`config.mk`:
```
export PLATFORM = sky130hd
export DESIGN_NAME = fp_mul_result_stage
export DESIGN_NICKNAME = d
export VERILOG_FILES = /design/src/rtl/fp_mul_result_stage.sv
export SDC_FILE = /design/constraint.sdc
export NUM_CORES = 1
export LEC_CHECK = 0
export BUFFER_PORTS_ARGS = -buffer_cell sky130_fd_sc_hd__buf_2
export CORE_UTILIZATION = 40
export DETAILED_ROUTE_END_ITERATION = 6
export HOLD_SLACK_MARGIN = 0.08
export PLACE_DENSITY = 0.67
export SETUP_SLACK_MARGIN = 0.15
export SYNTH_ARGS = -nofsm -noshare
export SYNTH_HDL_FRONTEND = slang
export SYNTH_SLANG_ARGS = --single-unit
```
`constraint.sdc`:
```
create_clock -name clk -period 3.3 [get_ports clk]
set_input_delay 0.99 -clock clk [delete_from_list [all_inputs] [get_ports clk]]
set_output_delay 0.99 -clock clk [all_outputs]
set_load 0.05 [all_outputs]
```
`src/rtl/fp_mul_result_stage.sv`:
```
// Result stage behind an FP32 multiplier: classifies exceptions into {NV,OF,UF},
// buffers results in a 2-entry FIFO and keeps sticky flags plus an accepted-result count.
module fp_mul_result_stage (
  input  logic        clk,
  input  logic        rst_n,
  input  logic        in_valid,
  output logic        in_ready,
  input  logic [31:0] fp_X,
  input  logic [31:0] fp_Y,
  input  logic [2:0]  r_mode,
  input  logic [31:0] fp_Z,
  input  logic        ovrf,
  input  logic        udrf,
  input  logic        nan,
  input  logic        inf,
  input  logic        zer,
  output logic        out_valid,
  input  logic        out_ready,
  output logic [31:0] out_Z,
  output logic [2:0]  out_flags,
  output logic [2:0]  fflags,
  input  logic        flags_clr,
  output logic [15:0] op_cnt
);

  localparam logic [31:0] CanonNan = 32'h7fc00000;

  logic [34:0] mem_q [2];
  logic        wr_ptr_q, rd_ptr_q;
  logic [1:0]  count_q, count_d;
  logic [2:0]  fflags_q, fflags_d;
  logic [15:0] op_cnt_q, op_cnt_d;
  logic        ready_en_q;

  logic [7:0]  x_exp, y_exp;
  logic [22:0] x_frac, y_frac;
  logic        snan_x, snan_y, inf_x, inf_y, bad_rm;
  logic        nv, of, uf;
  logic [34:0] new_entry, head;
  logic        push, pop;

  // Sign bits and the inf/zer hints play no part in the flag classification.
  logic unused_inputs;
  assign unused_inputs = ^{fp_X[31], fp_Y[31], inf, zer};

  assign x_exp  = fp_X[30:23];
  assign y_exp  = fp_Y[30:23];
  assign x_frac = fp_X[22:0];
  assign y_frac = fp_Y[22:0];

  assign snan_x = (x_exp == 8'hff) && (x_frac != 23'd0) && !x_frac[22];
  assign snan_y = (y_exp == 8'hff) && (y_frac != 23'd0) && !y_frac[22];
  assign inf_x  = (x_exp == 8'hff) && (x_frac == 23'd0);
  assign inf_y  = (y_exp == 8'hff) && (y_frac == 23'd0);
  assign bad_rm = r_mode > 3'b100;

  assign nv = snan_x | snan_y | (inf_x & (y_exp == 8'h00)) | (inf_y & (x_exp == 8'h00)) | bad_rm;
  assign of = ovrf & ~nan;
  assign uf = udrf & ~nan & ~ovrf;

  assign new_entry = {(bad_rm ? CanonNan : fp_Z), nv, of, uf};

  // in_ready depends on registered state only; ready_en_q holds it low until the
  // first edge after reset release.
  assign in_ready  = ready_en_q && (count_q != 2'd2);
  assign out_valid = (count_q != 2'd0);
  assign push      = in_valid && in_ready;
  assign pop       = out_valid && out_ready;

  assign head      = mem_q[rd_ptr_q];
  assign out_Z     = out_valid ? head[34:3] : 32'd0;
  assign out_flags = out_valid ? head[2:0] : 3'd0;
  assign fflags    = fflags_q;
  assign op_cnt    = op_cnt_q;

  always_comb begin
    count_d  = count_q;
    fflags_d = fflags_q;
    op_cnt_d = op_cnt_q;
    unique case ({push, pop})
      2'b10:   count_d = count_q + 2'd1;
      2'b01:   count_d = count_q - 2'd1;
      default: count_d = count_q;
    endcase
    if (flags_clr) begin
      fflags_d = push ? new_entry[2:0] : 3'd0;
    end else if (push) begin
      fflags_d = fflags_q | new_entry[2:0];
    end
    if (push && (op_cnt_q != 16'hffff)) begin
      op_cnt_d = op_cnt_q + 16'd1;
    end
  end

  always_ff @(posedge clk or negedge rst_n) begin
    if (!rst_n) begin
      mem_q[0]   <= '0;
      mem_q[1]   <= '0;
      wr_ptr_q   <= 1'b0;
      rd_ptr_q   <= 1'b0;
      count_q    <= 2'd0;
      fflags_q   <= 3'd0;
      op_cnt_q   <= 16'd0;
      ready_en_q <= 1'b0;
    end else begin
      ready_en_q <= 1'b1;
      count_q    <= count_d;
      fflags_q   <= fflags_d;
      op_cnt_q   <= op_cnt_d;
      if (push) begin
        mem_q[wr_ptr_q] <= new_entry;
        wr_ptr_q        <= ~wr_ptr_q;
      end
      if (pop) begin
        rd_ptr_q <= ~rd_ptr_q;
      end
    end
  end

endmodule

```
==> qor.yml, run 1 <==
route:
  dr.pass1.iters: 4
  drt-vias-per-instance: 4.94
  num_vias: 3766
  drtIter0Drc: 168
  post_drt_wl_per_cell_um: 13.9
  wl_um: 10600
  postRouteAntennaNets: 0
  drc_errors: 0
placement:
  io_buffers: 160
  place_area_sq_um: 5360
  pre_cts_slack_ps: 462
  gp_congestion: 0.862
  place_hpwl_um: 7570
floorplanning:
  core_sq_um: 10500
  initial_core_util_pct: 41.9
  die_y_um: 107
  die_area_sq_um: 11400
  fp.dieW_um: 107
  ios: 165
  rows: 37
synthesis:
  synth_edf_count: 0
  ys_ff_latch: 94
  synthFlopType: "dfrtp_1"
  synth_top_area_share_pct: 53.7
  async_flop_share_pct: 100
  syn-mean-instance-area_sq_um: 9.38
  synth_top_cell_by_area: "dfrtp_1"
  syn_inst: 467
  synth_area_sq_um: 4380
  synth_fp_nets: 578
  synth-seq-area-share_pct: 53.7
  synth_area_leaders: "dfrtp_1, nand2_1, mux2i_1"
  yosysWarnings: 0
  ys_types: 33
finish:
  fin_nets: 731
  layout_common_cells: "buf_2, nand2_1, dfrtp_1"
  final_common_cell: "buf_2"
  fillers: 974
  drive_gt1_share_pct: 32.0
  syn2layout_area_growth_pct: 26.7
  stdcell_area_sq_um: 5550
  utilization_pct: 53.0
clocking:
  cts_buffers: 9
  clockBufferDepth: 2
  clkSlewWorstSetupHoldPaths_ps: 90
  cts_tree: "done"
  clock-sinks: 94
  root_buffer: "clkbuf_8"
  post_cts_buffers: 0
  cts_hold_buf: 0
  clock_latency_ps: 350
  cts-htree-levels: 3
  ctsResizeCount: 0
pwr:
  power-per-cell-area_nw_per_um2: 956
  vdd_drop_max_mv: 0.480
  p_leak_nw: 2.86
timing:
  period_needed_ps: 2930
  tns_ps: 0
  skew_ps: 8.02
  post-route-period-util_pct: 88.9
  fmax_ghz: 0.341
  slew_viol_final: 0
  whs_ps: 485
  setup_violations: 0
  worst_pin_slew_ps: 735
  rsz0062_at_grt: "false"
  worst_slack_ps: 367
  relSlewSlack_pct: 50.9
  finalHoldViolations: 0
global_route:
  grt_pass1_vias: 3727
  grt_usage_pct: 19.8
  grt_max_degree: 55
  grt_pass1_wl_um: 17800
  antenna_found_initial: 1
  gr-total-overflow: 0
critical_path:
  critPathLaunchType: "register"
  required_ps: 2310
  crit_fanout: 25
  cp.arrival_ps: 1940
  end_kind: "output pin"
  crit_type: "register to output pin"
hold_path:
  hp-class: "register to register"
status:
  status: "complete, no violations"
job:
  maxCapViolCount: 0
where the power goes:
group / internal, W / leakage, nW / total [W] / switching [W]
Combinational: 0.000770 / 1.56 / 0.00269 / 0.00192
Clock: 0.000303 / 0.0877 / 0.000711 / 0.000408
Sequential: 0.00160 / 1.21 / 0.00190 / 0.000304
Total: 0.00267 / 2.86 / 0.00531 / 0.00264
through the flow:
step / instances / total power, W
CTS: 761 / 0.00537
global placement: 745 / 0.00458
detailed placement: 745 / 0.00465
global route: 761 / 0.00570
floorplan: 467 / 0.00393
finish: 762 / 0.00531
flip-flops by register name, indices dropped and copies added (netlist names):
name / flops
mem_q: 70
op_cnt: 16
fflags: 3
count_q: 2
rd_ptr_q: 1
ready_en_q: 1
wr_ptr_q: 1
kinds of logic (layout without fill, tap and decap cells):
logic type | after synthesis | in the layout | synth area share (%)
and+or+nand+nor | 203 | 203 | 20.6
DFF | 94 | 94 | 53.7
AOI/OAI and AO/OA | 78 | 78 | 9.62
muxes | 39 | 39 | 9.02
buffers and inverters | 32 | 190 | 2.77
xor gates and xnor gates | 18 | 18 | 3.60
adders and majority gates | 2 | 2 | 0.571
other | 1 | 2 | 0.0856
Yosys cell counts (2+ instances only):
cell type  number
o21ai_0        69
nor2_1         49
clkbuf_1       25
mux2_2          4
ha_1            2
or4_1           3
nand2b_1        2
nor4_2          3
nand4_1        12
mux2i_1        35
nor4_1         13
or2_2           2
xnor2_1        14
dfrtp_1        94
xor2_1          4
and2_1          3
nor3_1          4
nand2_1       102
nand3_1         7
o21a_1          2
o2bb2ai_1       2
and3_1          2
inv_1           4
layout make-up:
class	instances	area (sq um)	area share (%)
Antenna cell	1	2.50	0.0451
Inverter	5	18.8	0.338
Clock buffer	11	141	2.55
Multi-Input combinational cell	341	1920	34.7
Clock inverter	5	43.8	0.789
Timing Repair Buffer	169	896	16.1
Sequential cell	94	2350	42.4
Tap cell	136	170	3.07
worst max-delay path: stages, from the launching register on:
cell and delay [ps]:
dfrtp_1 470, nor2_4 600, buf_4 270, nor2_1 50
buf_2 210
path summary, 6_finish.rpt:
path                            start         to  slack (ps)  cells after the start
setup / recovery           count_q[0]   out_Z[6]         370                      4
hold / removal              mem_q[30]  mem_q[30]         490                      2
setup reg to reg           count_q[1]  op_cnt[6]        1180                      6
hold reg to reg             mem_q[30]  mem_q[30]         490                      2
max in group asynchronous       rst_n  mem_q[53]        2000                      2
min in group asynchronous       rst_n  mem_q[13]         600                      1
routing by layer:
layer  track usage (%)  wire [um]  up-vias  share of wire, %
met5                 0          0        -                 0
met1              26.8       5020     1757                47
met3              3.59        499       15               4.7
met2              32.2       4930       97                47
met4              6.36        132        0               1.2
li1                  -          -     1897                 -
Note: power is estimated with default switching activity, not from simulation.
==> run 2, diff against run 1 <==
==> constraint.sdc (replaced) <==
create_clock -name clk -period 3.2 [get_ports clk]
set_input_delay 0.96 -clock clk [delete_from_list [all_inputs] [get_ports clk]]
set_output_delay 0.96 -clock clk [all_outputs]
set_load 0.05 [all_outputs]
==> qor.yml, run 2 (synthesis results as in run 1) <==
status:
  status: "complete, no violations"
pwr:
  power-per-cell-area_nw_per_um2: 989
  vdd_drop_max_mv: 0.676
  p_leak_nw: 2.86
finish:
  fin_nets: 731
  stdcell_count: 760
  diodes: 0
  syn2layout_area_growth_pct: 26.8
  fillers: 982
  final_common_cell: "buf_2"
  top_register: "mem_q"
  utilization_pct: 53.1
  layout_common_cells: "buf_2, nand2_1, dfrtp_1"
  drive_gt1_share_pct: 32.1
  largest_reg_flops: 70
timing:
  worst_slack_ps: 484
  setup_violations: 0
  slew_viol_final: 0
  skew_ps: 13.2
  relSlewSlack_pct: 51.8
  finalHoldViolations: 0
  post-route-period-util_pct: 84.9
  tns_ps: 0
  rsz0062_at_grt: "false"
  fmax_ghz: 0.368
  whs_ps: 484
  period_needed_ps: 2720
  worst_pin_slew_ps: 722
critical_path:
  slowest_stage: "dfrtp_2"
  ff2ff_setup_slack_ps: 1020
  end_kind: "output pin"
  slowest_delay_ps: 580
  r2r-end: "op_cnt[14]"
  crit_type: "register to output pin"
  cp.arrival_ps: 1760
  required_ps: 2240
  crit_fanout: 27
  critPathLaunchType: "register"
  r2r_cells: 6
  rr_startpoint: "count_q[1]"
  crit_chain: "buf_12 > mux2i_1 > nor2_1 > buf_2"
route:
  drc_errors: 0
  num_vias: 3784
  drt-vias-per-instance: 4.98
  post_drt_wl_per_cell_um: 14.0
  dr.pass1.iters: 4
  drtIter0Drc: 149
  postRouteAntennaNets: 0
  wl_um: 10600
global_route:
  grt_usage_pct: 19.8
  grt_max_degree: 55
  grt_pass1_vias: 3643
  gr-total-overflow: 0
  antenna_found_initial: 1
  grt_pass1_wl_um: 17700
job:
  maxCapViolCount: 0
floorplanning:
  fp.dieW_um: 107
  ios: 165
  rows: 37
  core_sq_um: 10500
  initial_core_util_pct: 41.9
  die_area_sq_um: 11400
  die_y_um: 107
clocking:
  clkSlewWorstSetupHoldPaths_ps: 80
  clock-sinks: 94
  cts_tree: "done"
  cts_buffers: 9
  post_cts_buffers: 0
  cts-htree-levels: 3
  clockBufferDepth: 2
  root_buffer: "clkbuf_8"
  clock_latency_ps: 360
  ctsResizeCount: 0
  cts_hold_buf: 0
hold_path:
  min_path_cells: 2
  hp-class: "register to register"
  min_from: "mem_q[36]"
  hold_end: "mem_q[36]"
placement:
  dp.cells: 745
  place_hpwl_um: 7690
  io_buffers: 160
  pre_cts_slack_ps: 434
  gp_congestion: 0.839
==> run 2: stage by stage <==
step | area (sq um) | power, W
CTS | 5560 | 0.00555
finish | 5560 | 0.00549
global placement | 5380 | 0.00474
global route | 5560 | 0.00586
detailed placement | 5380 | 0.00482
floorplan | 4380 | 0.00406
==> run 2: metal layers <==
layer	vias to the layer above	track usage (%)	share of wire, %
li1	1890	-	-
met1	1776	28.1	49
met2	105	29.9	44
met3	13	4.19	5.0
met4	0	6.95	1.5
met5	-	0	0
==> run 2: worst max path at each step <==
stage | start | endpoint | slack (ps) | cells after the start
6_report | rd_ptr_q | out_Z[23] | 480 | 4
5_1_grt | count_q[0] | out_valid | 380 | 4
4_1_cts | count_q[0] | out_valid | 460 | 4
3_5_place_dp | fp_X[10] | mem_q[37] | 430 | 6
3_3_place_gp | fp_X[10] | mem_q[37] | 430 | 6
2_1_floorplan | rd_ptr_q | out_Z[10] | 300 | 4
==> run 2: where the power goes <==
| group | total [W] | internal [W] | switching (W) |
|---|---|---|---|
| registers | 0.00196 | 0.00165 | 0.000307 |
| clock network | 0.000728 | 0.000308 | 0.000420 |
| logic | 0.00281 | 0.000804 | 0.00201 |
| total | 0.00549 | 0.00276 | 0.00273 |
==> run 2: area by class of cell <==
| type | instances | area [sq um] | share of cell area [%] |
|---|---|---|---|
| clock buffers | 10 | 138 | 2.48 |
| clock inverters | 5 | 42.5 | 0.766 |
| inverters | 5 | 18.8 | 0.338 |
| multi-input cells | 341 | 1920 | 34.6 |
| flip-flops and latches | 94 | 2350 | 42.4 |
| well taps | 136 | 170 | 3.06 |
| repair buffers | 169 | 908 | 16.4 |
==> run 2: critical path, delay by kind of cell, from the launching register on <==
kind | cells | cell delay [ps]
flops | 1 | 580
buf+inv | 2 | 500
simple gates | 1 | 70
mux | 1 | 260
==> run 3, diff against run 2 <==
==> constraint.sdc (replaced) <==
create_clock -name clk -period 2.75 [get_ports clk]
set_input_delay 0.825 -clock clk [delete_from_list [all_inputs] [get_ports clk]]
set_output_delay 0.825 -clock clk [all_outputs]
set_load 0.05 [all_outputs]
==> qor.yml, run 3 (synthesis results as in run 1) <==
route:
  dr.pass1.iters: 4
  drt-vias-per-instance: 5.00
  drtIter0Drc: 161
  wl_met2_um: 5030
  drc_errors: 0
  wl_met1_um: 4810
  highest_layer: "met4"
  routed-wl-met3_um: 605
  post_drt_wl_per_cell_um: 13.9
  postRouteAntennaNets: 0
  num_vias: 3805
  wl_um: 10600
global_route:
  grt_usage_pct: 20.0
  antenna_found_initial: 0
  grt_pass1_wl_um: 18000
  grt_pass1_vias: 3841
  gr-total-overflow: 0
  grt_max_degree: 51
critical_path:
  ff2ff_setup_slack_ps: 740
  crit_chain: "nor2_4 > buf_4 > nor2_1 > buf_2"
  crit_fanout: 23
  required_ps: 1930
  slowest_stage: "dfrtp_1"
  crit_type: "register to output pin"
  rr_startpoint: "count_q[1]"
  r2r_cells: 6
  cp.arrival_ps: 1640
  end_kind: "output pin"
  r2r-end: "op_cnt[9]"
  critPathLaunchType: "register"
  slowest_delay_ps: 460
timing:
  worst_pin_slew_ps: 633
  setup_violations: 0
  period_needed_ps: 2460
  rsz0062_at_grt: "false"
  post-route-period-util_pct: 89.6
  finalHoldViolations: 0
  fmax_ghz: 0.406
  relSlewSlack_pct: 57.8
  skew_ps: 8.59
  whs_ps: 380
  tns_ps: 0
  slew_viol_final: 0
floorplanning:
  die_y_um: 107
  initial_core_util_pct: 41.9
  core_sq_um: 10500
  die_area_sq_um: 11400
  rows: 37
  ios: 165
  fp.dieW_um: 107
placement:
  gp_congestion: 0.796
  place_area_sq_um: 5460
  io_buffers: 160
  place_hpwl_um: 7720
  dp.cells: 747
finish:
  largest_reg_flops: 70
  diodes: 0
  syn2layout_area_growth_pct: 28.9
  stdcell_count: 761
  stdcell_area_sq_um: 5650
  fillers: 971
  drive_gt1_share_pct: 36.8
  top_register: "mem_q"
  fin_nets: 733
  layout_common_cells: "buf_2, nand2_1, dfrtp_1"
  final_common_cell: "buf_2"
clocking:
  ctsResizeCount: 0
  cts_buffers: 9
  cts_hold_buf: 0
  root_buffer: "clkbuf_8"
  cts_tree: "done"
  cts-htree-levels: 3
  clock_latency_ps: 360
  clkSlewWorstSetupHoldPaths_ps: 90
  clock-sinks: 94
  clockBufferDepth: 2
  post_cts_buffers: 0
status:
  status: "complete, no violations"
pwr:
  p_leak_nw: 2.87
  vdd_drop_max_mv: 0.737
  power-per-cell-area_nw_per_um2: 1160
job:
  maxCapViolCount: 0
hold_path:
  hp-class: "primary input to asynchronous set/reset pin"
-- run 3: cell types whose count changed in the layout (fill, tap and decap cells not counted), sizes merged --
| cell | before | now |
|---|---|---|
| buf | 169 | 171 |
| bufinv | 0 | 1 |
| clkinv | 3 | 1 |
| clkinvlp | 1 | 3 |
| inv | 6 | 5 |
| clkbuf | 10 | 9 |
-- run 3: metal layers --
layer	GRT usage [%]	up-vias
met5	0	-
met4	6.95	0
met3	4.50	16
met2	31.9	104
met1	26.7	1790
li1	-	1895
-- run 3: area by class of cell --
type	count	area (sq um)	area share, %
Sequential cell	94	2350	41.7
Clock buffer	9	124	2.19
Inverter	5	18.8	0.332
Tap cell	136	170	3.01
Timing Repair Buffer	171	923	16.3
Multi-Input combinational cell	341	2000	35.4
Clock inverter	5	61.3	1.09
-- run 3: how the worst max path moves through the flow --
stage	to	startpoint	slack, ps
after global routing	out_Z[31]	count_q[0]	180
after global placement	mem_q[37]	fp_X[10]	120
after detailed placement	mem_q[2]	fp_X[16]	120
final	out_Z[31]	count_q[0]	290
after CTS	out_Z[31]	count_q[0]	240
after floorplan	out_Z[10]	rd_ptr_q	190
-- run 3: critical path: cells and delay by family (launching register included) --
family,cells,cell delay (ps)
buffers and inverters,2,570
flip-flops,1,460
AND/OR/NAND/NOR,2,240
-- run 3: power by group --
part | switching [W] | total, W | internal [W]
registers | 0.000314 | 0.00223 | 0.00192
logic | 0.00244 | 0.00341 | 0.000965
clock network | 0.000477 | 0.000890 | 0.000413
total | 0.00323 | 0.00653 | 0.00330
-- run 3: metrics by stage --
stage	worst slack, ps	util, %	total power (W)
3_3_place_gp	124	52.2	0.00562
2_1_floorplan	188	-	0.00485
5_1_grt	184	54.0	0.00699
6_report	287	54.0	0.00653
4_1_cts	242	54.0	0.00661
3_5_place_dp	116	52.2	0.00571
